===== src/rtl/fifo_reservation_station_pkg.sv =====
// Shared types for the in-order reservation station.
//   rs_state_t       : per-entry lifecycle state
//   add_sub_decode_t : decoded control word carried through the station
package fifo_reservation_station_pkg;

  typedef enum logic [1:0] {
    INVALID   = 2'd0,
    VALID     = 2'd1,
    EXECUTING = 2'd2
  } rs_state_t;

  typedef struct packed {
    logic       sub;
    logic [2:0] flags;
  } add_sub_decode_t;

endpackage


===== src/rtl/fifo_reservation_station_if.sv =====
// Handshake and bus bundle for fifo_reservation_station.
//   take_*   : allocation handshake plus operands/control of the new entry
//   update_* : UPDATE_PORTS result buses (tag + value)
//   output_* : dispatch handshake plus the dispatched entry
//   occupancy: number of live entries
//   flush    : present only when FIFO_RS_FLUSH_EN is defined
// master = upstream/downstream side, slave = the station.
interface fifo_reservation_station_if
  import fifo_reservation_station_pkg::*;
#(
  parameter int  OPERANDS      = 2,
  parameter int  OPERAND_WIDTH = 32,
  parameter int  RS_DEPTH      = 8,
  parameter int  RS_ID_WIDTH   = 5,
  parameter int  UPDATE_PORTS  = 2,
  parameter type CONTROL_TYPE  = add_sub_decode_t
) ();
  localparam int OCC_W = $clog2(RS_DEPTH) + 1;

  logic                                        take_valid;
  logic                                        take_ready;
  logic [OPERANDS-1:0]                         op_value_valid_in;
  logic [OPERANDS-1:0][RS_ID_WIDTH-1:0]        op_rs_id_in;
  logic [OPERANDS-1:0][OPERAND_WIDTH-1:0]      op_value_in;
  CONTROL_TYPE                                 control_in;
  logic [RS_ID_WIDTH-1:0]                      id_taken;
  logic [UPDATE_PORTS-1:0]                     update_valid;
  logic [UPDATE_PORTS-1:0][RS_ID_WIDTH-1:0]    update_rs_id;
  logic [UPDATE_PORTS-1:0][OPERAND_WIDTH-1:0]  update_value;
  logic                                        output_valid;
  logic                                        output_ready;
  logic                                        no_output;
  logic [OPERANDS-1:0][OPERAND_WIDTH-1:0]      op_value_out;
  CONTROL_TYPE                                 control_out;
  logic [RS_ID_WIDTH-1:0]                      op_rs_id_out;
  logic [OCC_W-1:0]                            occupancy;
`ifdef FIFO_RS_FLUSH_EN
  logic                                        flush;
`endif

  modport master (
`ifdef FIFO_RS_FLUSH_EN
    output flush,
`endif
    output take_valid, op_value_valid_in, op_rs_id_in, op_value_in, control_in,
    output update_valid, update_rs_id, update_value,
    output output_ready, no_output,
    input  take_ready, id_taken, output_valid, op_value_out, control_out,
    input  op_rs_id_out, occupancy
  );

  modport slave (
`ifdef FIFO_RS_FLUSH_EN
    input  flush,
`endif
    input  take_valid, op_value_valid_in, op_rs_id_in, op_value_in, control_in,
    input  update_valid, update_rs_id, update_value,
    input  output_ready, no_output,
    output take_ready, id_taken, output_valid, op_value_out, control_out,
    output op_rs_id_out, occupancy
  );

endinterface


===== src/rtl/fifo_reservation_station_operand_match.sv =====
// rs_operand_match: compares one tag against all result buses.
//   tag          : producer RS ID being waited on
//   update_*     : result buses
//   hit          : some valid bus carries the tag
//   value        : value from the lowest-index matching bus
module rs_operand_match
  import fifo_reservation_station_pkg::*;
#(
  parameter int OPERAND_WIDTH = 32,
  parameter int RS_ID_WIDTH   = 5,
  parameter int UPDATE_PORTS  = 2
) (
  input  logic [RS_ID_WIDTH-1:0]                      tag,
  input  logic [UPDATE_PORTS-1:0]                     update_valid,
  input  logic [UPDATE_PORTS-1:0][RS_ID_WIDTH-1:0]    update_rs_id,
  input  logic [UPDATE_PORTS-1:0][OPERAND_WIDTH-1:0]  update_value,
  output logic                                        hit,
  output logic [OPERAND_WIDTH-1:0]                    value
);

  // Scan high to low so the lowest matching bus index is written last.
  always_comb begin
    hit   = 1'b0;
    value = '0;
    for (int u = UPDATE_PORTS - 1; u >= 0; u--) begin
      if (update_valid[u] && (update_rs_id[u] == tag)) begin
        hit   = 1'b1;
        value = update_value[u];
      end
    end
  end

endmodule


===== src/rtl/fifo_reservation_station.sv =====
// In-order reservation station: circular buffer of RS_DEPTH entries that
// captures operands from UPDATE_PORTS result buses and dispatches in
// allocation order. Entries stay EXECUTING until their own global ID is
// broadcast, unless dispatched with no_output.
//   clk, rst_n : clock, asynchronous active-low reset
//   rs         : fifo_reservation_station_if.slave bundle
// Optional: FIFO_RS_FLUSH_EN adds a synchronous flush input.
//
// state     | meaning
// INVALID   | free, allocatable when write_head reaches it
// VALID     | allocated, waiting for operands and/or dispatch
// EXECUTING | dispatched, waiting for its result broadcast
module fifo_reservation_station
  import fifo_reservation_station_pkg::*;
#(
  parameter int  OPERANDS      = 2,
  parameter int  OPERAND_WIDTH = 32,
  parameter int  RS_OFFSET     = 0,
  parameter int  RS_DEPTH      = 8,
  parameter int  RS_ID_WIDTH   = 5,
  parameter int  UPDATE_PORTS  = 2,
  parameter type CONTROL_TYPE  = add_sub_decode_t
) (
  input logic                        clk,
  input logic                        rst_n,
  fifo_reservation_station_if.slave  rs
);
  localparam int IDX_W = $clog2(RS_DEPTH);
  localparam int OCC_W = IDX_W + 1;

  typedef struct packed {
    rs_state_t                              state;
    logic [OPERANDS-1:0]                    op_valid;
    logic [OPERANDS-1:0][RS_ID_WIDTH-1:0]   op_tag;
    logic [OPERANDS-1:0][OPERAND_WIDTH-1:0] op_value;
    CONTROL_TYPE                            control;
  } entry_t;

  entry_t           entry_q [RS_DEPTH];
  entry_t           entry_d [RS_DEPTH];
  logic [IDX_W-1:0] write_head_q, write_head_d;
  logic [IDX_W-1:0] read_head_q, read_head_d;
  logic [OCC_W-1:0] occupancy_q, occupancy_d;

  logic [RS_DEPTH-1:0][OPERANDS-1:0] snoop_hit;
  logic [OPERAND_WIDTH-1:0]          snoop_value [RS_DEPTH][OPERANDS];
  logic [OPERANDS-1:0]               take_hit;
  logic [OPERAND_WIDTH-1:0]          take_value [OPERANDS];

  logic take_ready, output_valid, take_fire, dispatch_fire;

  function automatic logic [RS_ID_WIDTH-1:0] global_id(input logic [IDX_W-1:0] idx);
    return RS_ID_WIDTH'(RS_OFFSET) + RS_ID_WIDTH'(idx);
  endfunction

  for (genvar e = 0; e < RS_DEPTH; e++) begin : g_entry
    for (genvar o = 0; o < OPERANDS; o++) begin : g_op
      rs_operand_match #(
        .OPERAND_WIDTH(OPERAND_WIDTH), .RS_ID_WIDTH(RS_ID_WIDTH), .UPDATE_PORTS(UPDATE_PORTS)
      ) u_snoop (
        .tag(entry_q[e].op_tag[o]), .update_valid(rs.update_valid),
        .update_rs_id(rs.update_rs_id), .update_value(rs.update_value),
        .hit(snoop_hit[e][o]), .value(snoop_value[e][o])
      );
    end
  end

  for (genvar o = 0; o < OPERANDS; o++) begin : g_take
    rs_operand_match #(
      .OPERAND_WIDTH(OPERAND_WIDTH), .RS_ID_WIDTH(RS_ID_WIDTH), .UPDATE_PORTS(UPDATE_PORTS)
    ) u_take (
      .tag(rs.op_rs_id_in[o]), .update_valid(rs.update_valid),
      .update_rs_id(rs.update_rs_id), .update_value(rs.update_value),
      .hit(take_hit[o]), .value(take_value[o])
    );
  end

  // Outputs depend on registered state only.
  assign take_ready        = (entry_q[write_head_q].state == INVALID);
  assign output_valid      = (entry_q[read_head_q].state == VALID) && (&entry_q[read_head_q].op_valid);
  assign take_fire         = rs.take_valid && take_ready;
  assign dispatch_fire     = output_valid && rs.output_ready;
  assign rs.take_ready     = take_ready;
  assign rs.id_taken       = take_ready ? global_id(write_head_q) : RS_ID_WIDTH'(RS_OFFSET);
  assign rs.output_valid   = output_valid;
  assign rs.op_value_out   = entry_q[read_head_q].op_value;
  assign rs.control_out    = entry_q[read_head_q].control;
  assign rs.op_rs_id_out   = global_id(read_head_q);
  assign rs.occupancy      = occupancy_q;

  always_comb begin
    entry_d      = entry_q;
    write_head_d = write_head_q;
    read_head_d  = read_head_q;

    for (int e = 0; e < RS_DEPTH; e++) begin
      if (entry_q[e].state == VALID) begin
        for (int o = 0; o < OPERANDS; o++) begin
          if (!entry_q[e].op_valid[o] && snoop_hit[e][o]) begin
            entry_d[e].op_valid[o] = 1'b1;
            entry_d[e].op_value[o] = snoop_value[e][o];
          end
        end
      end else if (entry_q[e].state == EXECUTING) begin
        for (int u = 0; u < UPDATE_PORTS; u++) begin
          if (rs.update_valid[u] && (rs.update_rs_id[u] == global_id(IDX_W'(e))))
            entry_d[e].state = INVALID;
        end
      end
    end

    // Dispatch and take never target the same entry: one needs VALID, the other INVALID.
    if (dispatch_fire) begin
      entry_d[read_head_q].state = rs.no_output ? INVALID : EXECUTING;
      read_head_d = read_head_q + 1'b1;
    end

    if (take_fire) begin
      entry_d[write_head_q].state   = VALID;
      entry_d[write_head_q].control = rs.control_in;
      for (int o = 0; o < OPERANDS; o++) begin
        entry_d[write_head_q].op_tag[o] = rs.op_rs_id_in[o];
        if (rs.op_value_valid_in[o]) begin
          entry_d[write_head_q].op_valid[o] = 1'b1;
          entry_d[write_head_q].op_value[o] = rs.op_value_in[o];
        end else begin
          entry_d[write_head_q].op_valid[o] = take_hit[o];
          entry_d[write_head_q].op_value[o] = take_hit[o] ? take_value[o] : '0;
        end
      end
      write_head_d = write_head_q + 1'b1;
    end

`ifdef FIFO_RS_FLUSH_EN
    if (rs.flush) begin
      for (int e = 0; e < RS_DEPTH; e++) entry_d[e].state = INVALID;
      write_head_d = '0;
      read_head_d  = '0;
    end
`endif

    occupancy_d = '0;
    for (int e = 0; e < RS_DEPTH; e++) begin
      if (entry_d[e].state != INVALID) occupancy_d = occupancy_d + 1'b1;
    end
  end

  always_ff @(posedge clk or negedge rst_n) begin
    if (!rst_n) begin
      for (int e = 0; e < RS_DEPTH; e++) entry_q[e] <= '0;
      write_head_q <= '0;
      read_head_q  <= '0;
      occupancy_q  <= '0;
    end else begin
      for (int e = 0; e < RS_DEPTH; e++) entry_q[e] <= entry_d[e];
      write_head_q <= write_head_d;
      read_head_q  <= read_head_d;
      occupancy_q  <= occupancy_d;
    end
  end

endmodule

===== src/flat_wrapper.sv =====
// flat-port wrapper written by rule: the top's interface ports become plain ports
module fifo_reservation_station_flat import fifo_reservation_station_pkg::*;
#(
  parameter int  OPERANDS      = 2,
  parameter int  OPERAND_WIDTH = 32,
  parameter int  RS_OFFSET     = 0,
  parameter int  RS_DEPTH      = 8,
  parameter int  RS_ID_WIDTH   = 5,
  parameter int  UPDATE_PORTS  = 2,
  parameter type CONTROL_TYPE  = add_sub_decode_t
)
  (clk, rst_n, rs_take_valid, rs_op_value_valid_in, rs_op_rs_id_in, rs_op_value_in, rs_control_in, rs_update_valid, rs_update_rs_id, rs_update_value, rs_output_ready, rs_no_output, rs_take_ready, rs_id_taken, rs_output_valid, rs_op_value_out, rs_control_out, rs_op_rs_id_out, rs_occupancy);
  fifo_reservation_station_if #(.OPERANDS(OPERANDS), .OPERAND_WIDTH(OPERAND_WIDTH), .RS_DEPTH(RS_DEPTH), .RS_ID_WIDTH(RS_ID_WIDTH), .UPDATE_PORTS(UPDATE_PORTS), .CONTROL_TYPE(CONTROL_TYPE)) rs_i ();
  input logic clk;
  input logic rst_n;
  input wire logic [$bits(rs_i.take_valid)-1:0] rs_take_valid;
  input wire logic [$bits(rs_i.op_value_valid_in)-1:0] rs_op_value_valid_in;
  input wire logic [$bits(rs_i.op_rs_id_in)-1:0] rs_op_rs_id_in;
  input wire logic [$bits(rs_i.op_value_in)-1:0] rs_op_value_in;
  input wire logic [$bits(rs_i.control_in)-1:0] rs_control_in;
  input wire logic [$bits(rs_i.update_valid)-1:0] rs_update_valid;
  input wire logic [$bits(rs_i.update_rs_id)-1:0] rs_update_rs_id;
  input wire logic [$bits(rs_i.update_value)-1:0] rs_update_value;
  input wire logic [$bits(rs_i.output_ready)-1:0] rs_output_ready;
  input wire logic [$bits(rs_i.no_output)-1:0] rs_no_output;
  output wire logic [$bits(rs_i.take_ready)-1:0] rs_take_ready;
  output wire logic [$bits(rs_i.id_taken)-1:0] rs_id_taken;
  output wire logic [$bits(rs_i.output_valid)-1:0] rs_output_valid;
  output wire logic [$bits(rs_i.op_value_out)-1:0] rs_op_value_out;
  output wire logic [$bits(rs_i.control_out)-1:0] rs_control_out;
  output wire logic [$bits(rs_i.op_rs_id_out)-1:0] rs_op_rs_id_out;
  output wire logic [$bits(rs_i.occupancy)-1:0] rs_occupancy;
  assign rs_i.take_valid = rs_take_valid;
  assign rs_i.op_value_valid_in = rs_op_value_valid_in;
  assign rs_i.op_rs_id_in = rs_op_rs_id_in;
  assign rs_i.op_value_in = rs_op_value_in;
  assign rs_i.control_in = rs_control_in;
  assign rs_i.update_valid = rs_update_valid;
  assign rs_i.update_rs_id = rs_update_rs_id;
  assign rs_i.update_value = rs_update_value;
  assign rs_i.output_ready = rs_output_ready;
  assign rs_i.no_output = rs_no_output;
  assign rs_take_ready = rs_i.take_ready;
  assign rs_id_taken = rs_i.id_taken;
  assign rs_output_valid = rs_i.output_valid;
  assign rs_op_value_out = rs_i.op_value_out;
  assign rs_control_out = rs_i.control_out;
  assign rs_op_rs_id_out = rs_i.op_rs_id_out;
  assign rs_occupancy = rs_i.occupancy;
  fifo_reservation_station #(.OPERANDS(OPERANDS), .OPERAND_WIDTH(OPERAND_WIDTH), .RS_OFFSET(RS_OFFSET), .RS_DEPTH(RS_DEPTH), .RS_ID_WIDTH(RS_ID_WIDTH), .UPDATE_PORTS(UPDATE_PORTS), .CONTROL_TYPE(CONTROL_TYPE)) u_core (.clk(clk), .rst_n(rst_n), .rs(rs_i));
endmodule

===== config.mk =====
export PLATFORM = sky130hd
export DESIGN_NAME = fifo_reservation_station_flat
export DESIGN_NICKNAME = d
export VERILOG_FILES = /design/src/rtl/fifo_reservation_station_pkg.sv /design/src/rtl/fifo_reservation_station_if.sv /design/src/rtl/fifo_reservation_station_operand_match.sv /design/src/rtl/fifo_reservation_station.sv /design/src/flat_wrapper.sv
export SDC_FILE = /design/constraint.sdc
export NUM_CORES = 2
export LEC_CHECK = 0
export CORE_AREA = 2 2 338 373
export CTS_CLUSTER_DIAMETER = 30
export DETAILED_ROUTE_END_ITERATION = 8
export DIE_AREA = 0 0 340 375
export PLACE_DENSITY = 0.5
export SYNTH_ARGS = -nofsm -noshare
export SYNTH_HDL_FRONTEND = slang
export SYNTH_SLANG_ARGS = --single-unit
export TNS_END_PERCENT = 50

===== constraint.sdc =====
create_clock -name clk -period 9.4 [get_ports clk]
set_input_delay 0.94 -clock clk [delete_from_list [all_inputs] [get_ports clk]]
set_output_delay 0.94 -clock clk [all_outputs]
set_load 0.02 [all_outputs]

==> results.json <==
{
  "drtIter0Drc": 4838,
  "clockBufferDepth": 3,
  "cts_setup_buffers": 0,
  "slew_viol_final": 0,
  "final_area_um2": 52670,
  "route.vias.total": 39737,
  "row_count": 136,
  "placed_cell_area_um2": 46340,
  "grt_pass1_vias": 38690,
  "grt_use_total_pct": 28.96,
  "coreArea_um2": 124000,
  "p_leak_nw": 19.54,
  "area_growth_pct": 22.62,
  "ys.flop_type": "dfrtp_1",
  "ys_warn_count": 0,
  "antenna_found_initial": 7,
  "yosysSeqAreaShare_pct": 38.80,
  "required_ps": 10050,
  "endpoint_kind": "register",
  "cts_tree": "done",
  "status": "finished clean",
  "hpwlAfterDp_um": 100600,
  "syn_area_um2": 42950,
  "finalHoldViolations": 0,
  "cts_hold_buffers": 0,
  "slew_headroom_pct": 19.22,
  "yosys-top-cells-area": "dfrtp_1, mux2i_1, o211ai_1",
  "drive_gt1_share_pct": 14.06,
  "fin_skew_ps": 25.62,
  "htreeDepth": 4,
  "hold_ws_ps": 166.1,
  "avgSynthCellArea_um2": 9.017,
  "vdd_ir_drop_max_v": 0.0002940,
  "critPathMaxFanout": 43,
  "hold_path.class": "in -> async",
  "grt_pass1_wl_um": 275900,
  "cts_resized": 0,
  "ys_ff_latch": 666,
  "wirelength_um": 189200,
  "cts-root-buf": "clkbuf_16",
  "rsz0062_at_grt": "false",
  "drc_errors": 0,
  "die_width_um": 340,
  "crit_type": "reg -> reg",
  "cp.arrival_ps": 6910,
  "tightest_slew_ps": 1212,
  "slowest_delay_ps": 930,
  "viasPerCell": 6.074,
  "post_drt_wl_per_cell_um": 28.92,
  "grt_max_degree": 160,
  "die_area_um2": 127500,
  "synth_cell_types": 79,
  "cp_cell_sequence": "inv_2, mux2i_1, nand2_1, o41ai_4, ha_1, a2111oi_0, a32oi_1, a21bo_4, xnor2_4, ha_1, and2_1, a31oi_1, xnor2_1, mux2_2, ha_1, nand2_1, o211ai_1, ha_1, mux2_2",
  "fmax_ghz": 0.1598,
  "setup_viol": 0,
  "port_buffers": 240,
  "cts_buffers": 185,
  "start_util_pct": 34.63,
  "yosysTopAreaCell": "dfrtp_1",
  "slowest_stage": "dfrtp_4",
  "cts.reportedPaths.clkPinSlew_ps": 40,
  "synth_edf_count": 0,
  "synth_cells": 4764,
  "nNetsFinal": 4900,
  "tns_ps": 0,
  "post-route-period-util_pct": 66.56,
  "min_period_ps": 6256,
  "clock-sinks": 666,
  "die_y_um": 375,
  "overflow": 0,
  "crit_family": "compound AO/OA/AOI/OAI gates",
  "ant_nets": 0,
  "io_pins": 245,
  "async_flop_share_pct": 100.0,
  "crit_path_frequent_cell": "ha_1",
  "crit_buf_inv": 1,
  "place_congestion": 0.8904,
  "maxCapViolCount": 0,
  "clkLatencyLatePin_ps": 780,
  "yosysTopAreaCellShare_pct": 38.80,
  "power_density_nw_per_um2": 369.1,
  "worstSetupStartpointType": "register",
  "drtPass1Iterations": 8
}
[stage by stage]
step,utilization [%],worst slack [ps],cells,power [mW]
4_1_cts,42.45,3278,6536,19.40
5_1_grt,42.45,2840,6538,20.43
3_5_place_dp,37.36,2617,6199,12.93
6_report,42.46,3144,6542,19.44
2_1_floorplan,-,4166,4767,10.15
3_3_place_gp,37.36,2681,6199,12.89
[worst paths after layout]
kind / slack (ps) / cells past startpoint / start / endpoint
max reg2reg: 3140 / 19 / u_core.read_head_q[1]$_DFFE_PN0N_ / u_core.rs.occupancy[1]$_DFF_PN0_
max in group asynchronous: 7000 / 3 / rst_n / u_core.entry_q[16]$_DFF_PN0_
min in group clk: 470 / 2 / u_core.entry_q[412]$_DFFE_PN0P_ / u_core.entry_q[412]$_DFFE_PN0P_
min reg2reg: 470 / 2 / u_core.entry_q[412]$_DFFE_PN0P_ / u_core.entry_q[412]$_DFFE_PN0P_
min: 170 / 1 / rst_n / u_core.read_head_q[1]$_DFFE_PN0N_
max: 3140 / 19 / u_core.read_head_q[1]$_DFFE_PN0N_ / u_core.rs.occupancy[1]$_DFF_PN0_
[sequential cells by signal (all words and copies together), names as in the netlist]
name                 count
u_core.read_head_q       3
u_core.write_head_q      3
u_core.rs.occupancy      4
u_core.entry_q         656
[layout by cell type (no fill, tap or decap), types with 5 or more instances in the layout]
| cell | count |
|---|---|
| nor3_1 | 8 |
| clkbuf_16 | 189 |
| clkinv_2 | 39 |
| a31oi_1 | 20 |
| dfrtp_1 | 663 |
| a221o_1 | 14 |
| mux2i_1 | 571 |
| diode_2 | 6 |
| buf_4 | 112 |
| clkdlybuf4s50_1 | 237 |
| nor2b_1 | 10 |
| o221ai_1 | 33 |
| nor4_1 | 37 |
| xnor2_1 | 45 |
| inv_1 | 15 |
| nand2b_1 | 11 |
| clkbuf_8 | 38 |
| and3_2 | 18 |
| o41ai_1 | 5 |
| a22oi_1 | 127 |
| clkbuf_1 | 39 |
| o21ai_0 | 549 |
| a21oi_1 | 119 |
| and2_1 | 7 |
| inv_6 | 7 |
| nand2_1 | 678 |
| a221oi_1 | 48 |
| o22ai_1 | 25 |
| nor2_1 | 175 |
| mux2_2 | 202 |
| ha_1 | 9 |
| a22o_1 | 11 |
| o211ai_1 | 520 |
| xor2_1 | 148 |
| nor3_2 | 16 |
| nand3_1 | 13 |
| bufinv_16 | 20 |
[kinds of logic after synthesis]
kind of cell    synth area share (%)
compound gates                 22.80
simple gates                   9.842
mux                            18.92
flops                          38.80
buf+inv                        5.266
xor+xnor                       4.107
fa+ha+maj                     0.2622
other cells                 0.008730
[Yosys cell counts (4+ instances only)]
| library cell | number |
|---|---|
| nand2_1 | 678 |
| dfrtp_1 | 666 |
| mux2i_1 | 571 |
| o21ai_0 | 549 |
| o211ai_1 | 520 |
| clkbuf_1 | 480 |
| mux2_2 | 202 |
| nor2_1 | 180 |
| xor2_1 | 148 |
| a22oi_1 | 127 |
| a21oi_1 | 119 |
| buf_1 | 84 |
| a221oi_1 | 48 |
| xnor2_1 | 45 |
| nor4_1 | 37 |
| o221ai_1 | 33 |
| o22ai_1 | 25 |
| nor3_1 | 24 |
| and3_1 | 22 |
| a31oi_1 | 20 |
| inv_1 | 15 |
| nand3_1 | 15 |
| a221o_1 | 14 |
| nor2b_1 | 13 |
| a22o_1 | 11 |
| nand2b_1 | 11 |
| and2_1 | 9 |
| ha_1 | 9 |
| buf_2 | 8 |
| o41ai_1 | 5 |
| or3_1 | 5 |
| a211oi_1 | 4 |
| buf_4 | 4 |
| nand4_1 | 4 |
[where the power goes]
part	internal (mW)	switching (mW)	total (mW)
clock	4.46	1.91	6.37
sequential	4.20	1.00	5.20
combinational	3.44	4.44	7.87
total	12.1	7.35	19.4
[layout make-up]
| class | instances | area, µm² |
|---|---|---|
| clock buffers | 266 | 5399 |
| well taps | 1656 | 2072 |
| repair buffers | 353 | 3288 |
| clock inverters | 71 | 913.4 |
| multi-input cells | 3507 | 24240 |
| fillers | 11987 | 71380 |
| diodes | 6 | 15.01 |
| flip-flops and latches | 666 | 16680 |
| inverters | 17 | 63.81 |
[layer usage]
| metal | global-route usage [%] | wire [µm] |
|---|---|---|
| met1 | 39.46 | 82030 |
| met2 | 45.06 | 84630 |
| met3 | 5.444 | 14880 |
| met4 | 11.73 | 7662 |
| met5 | 0 | 13 |
No activity file was read; power rests on OpenSTA's default activity.
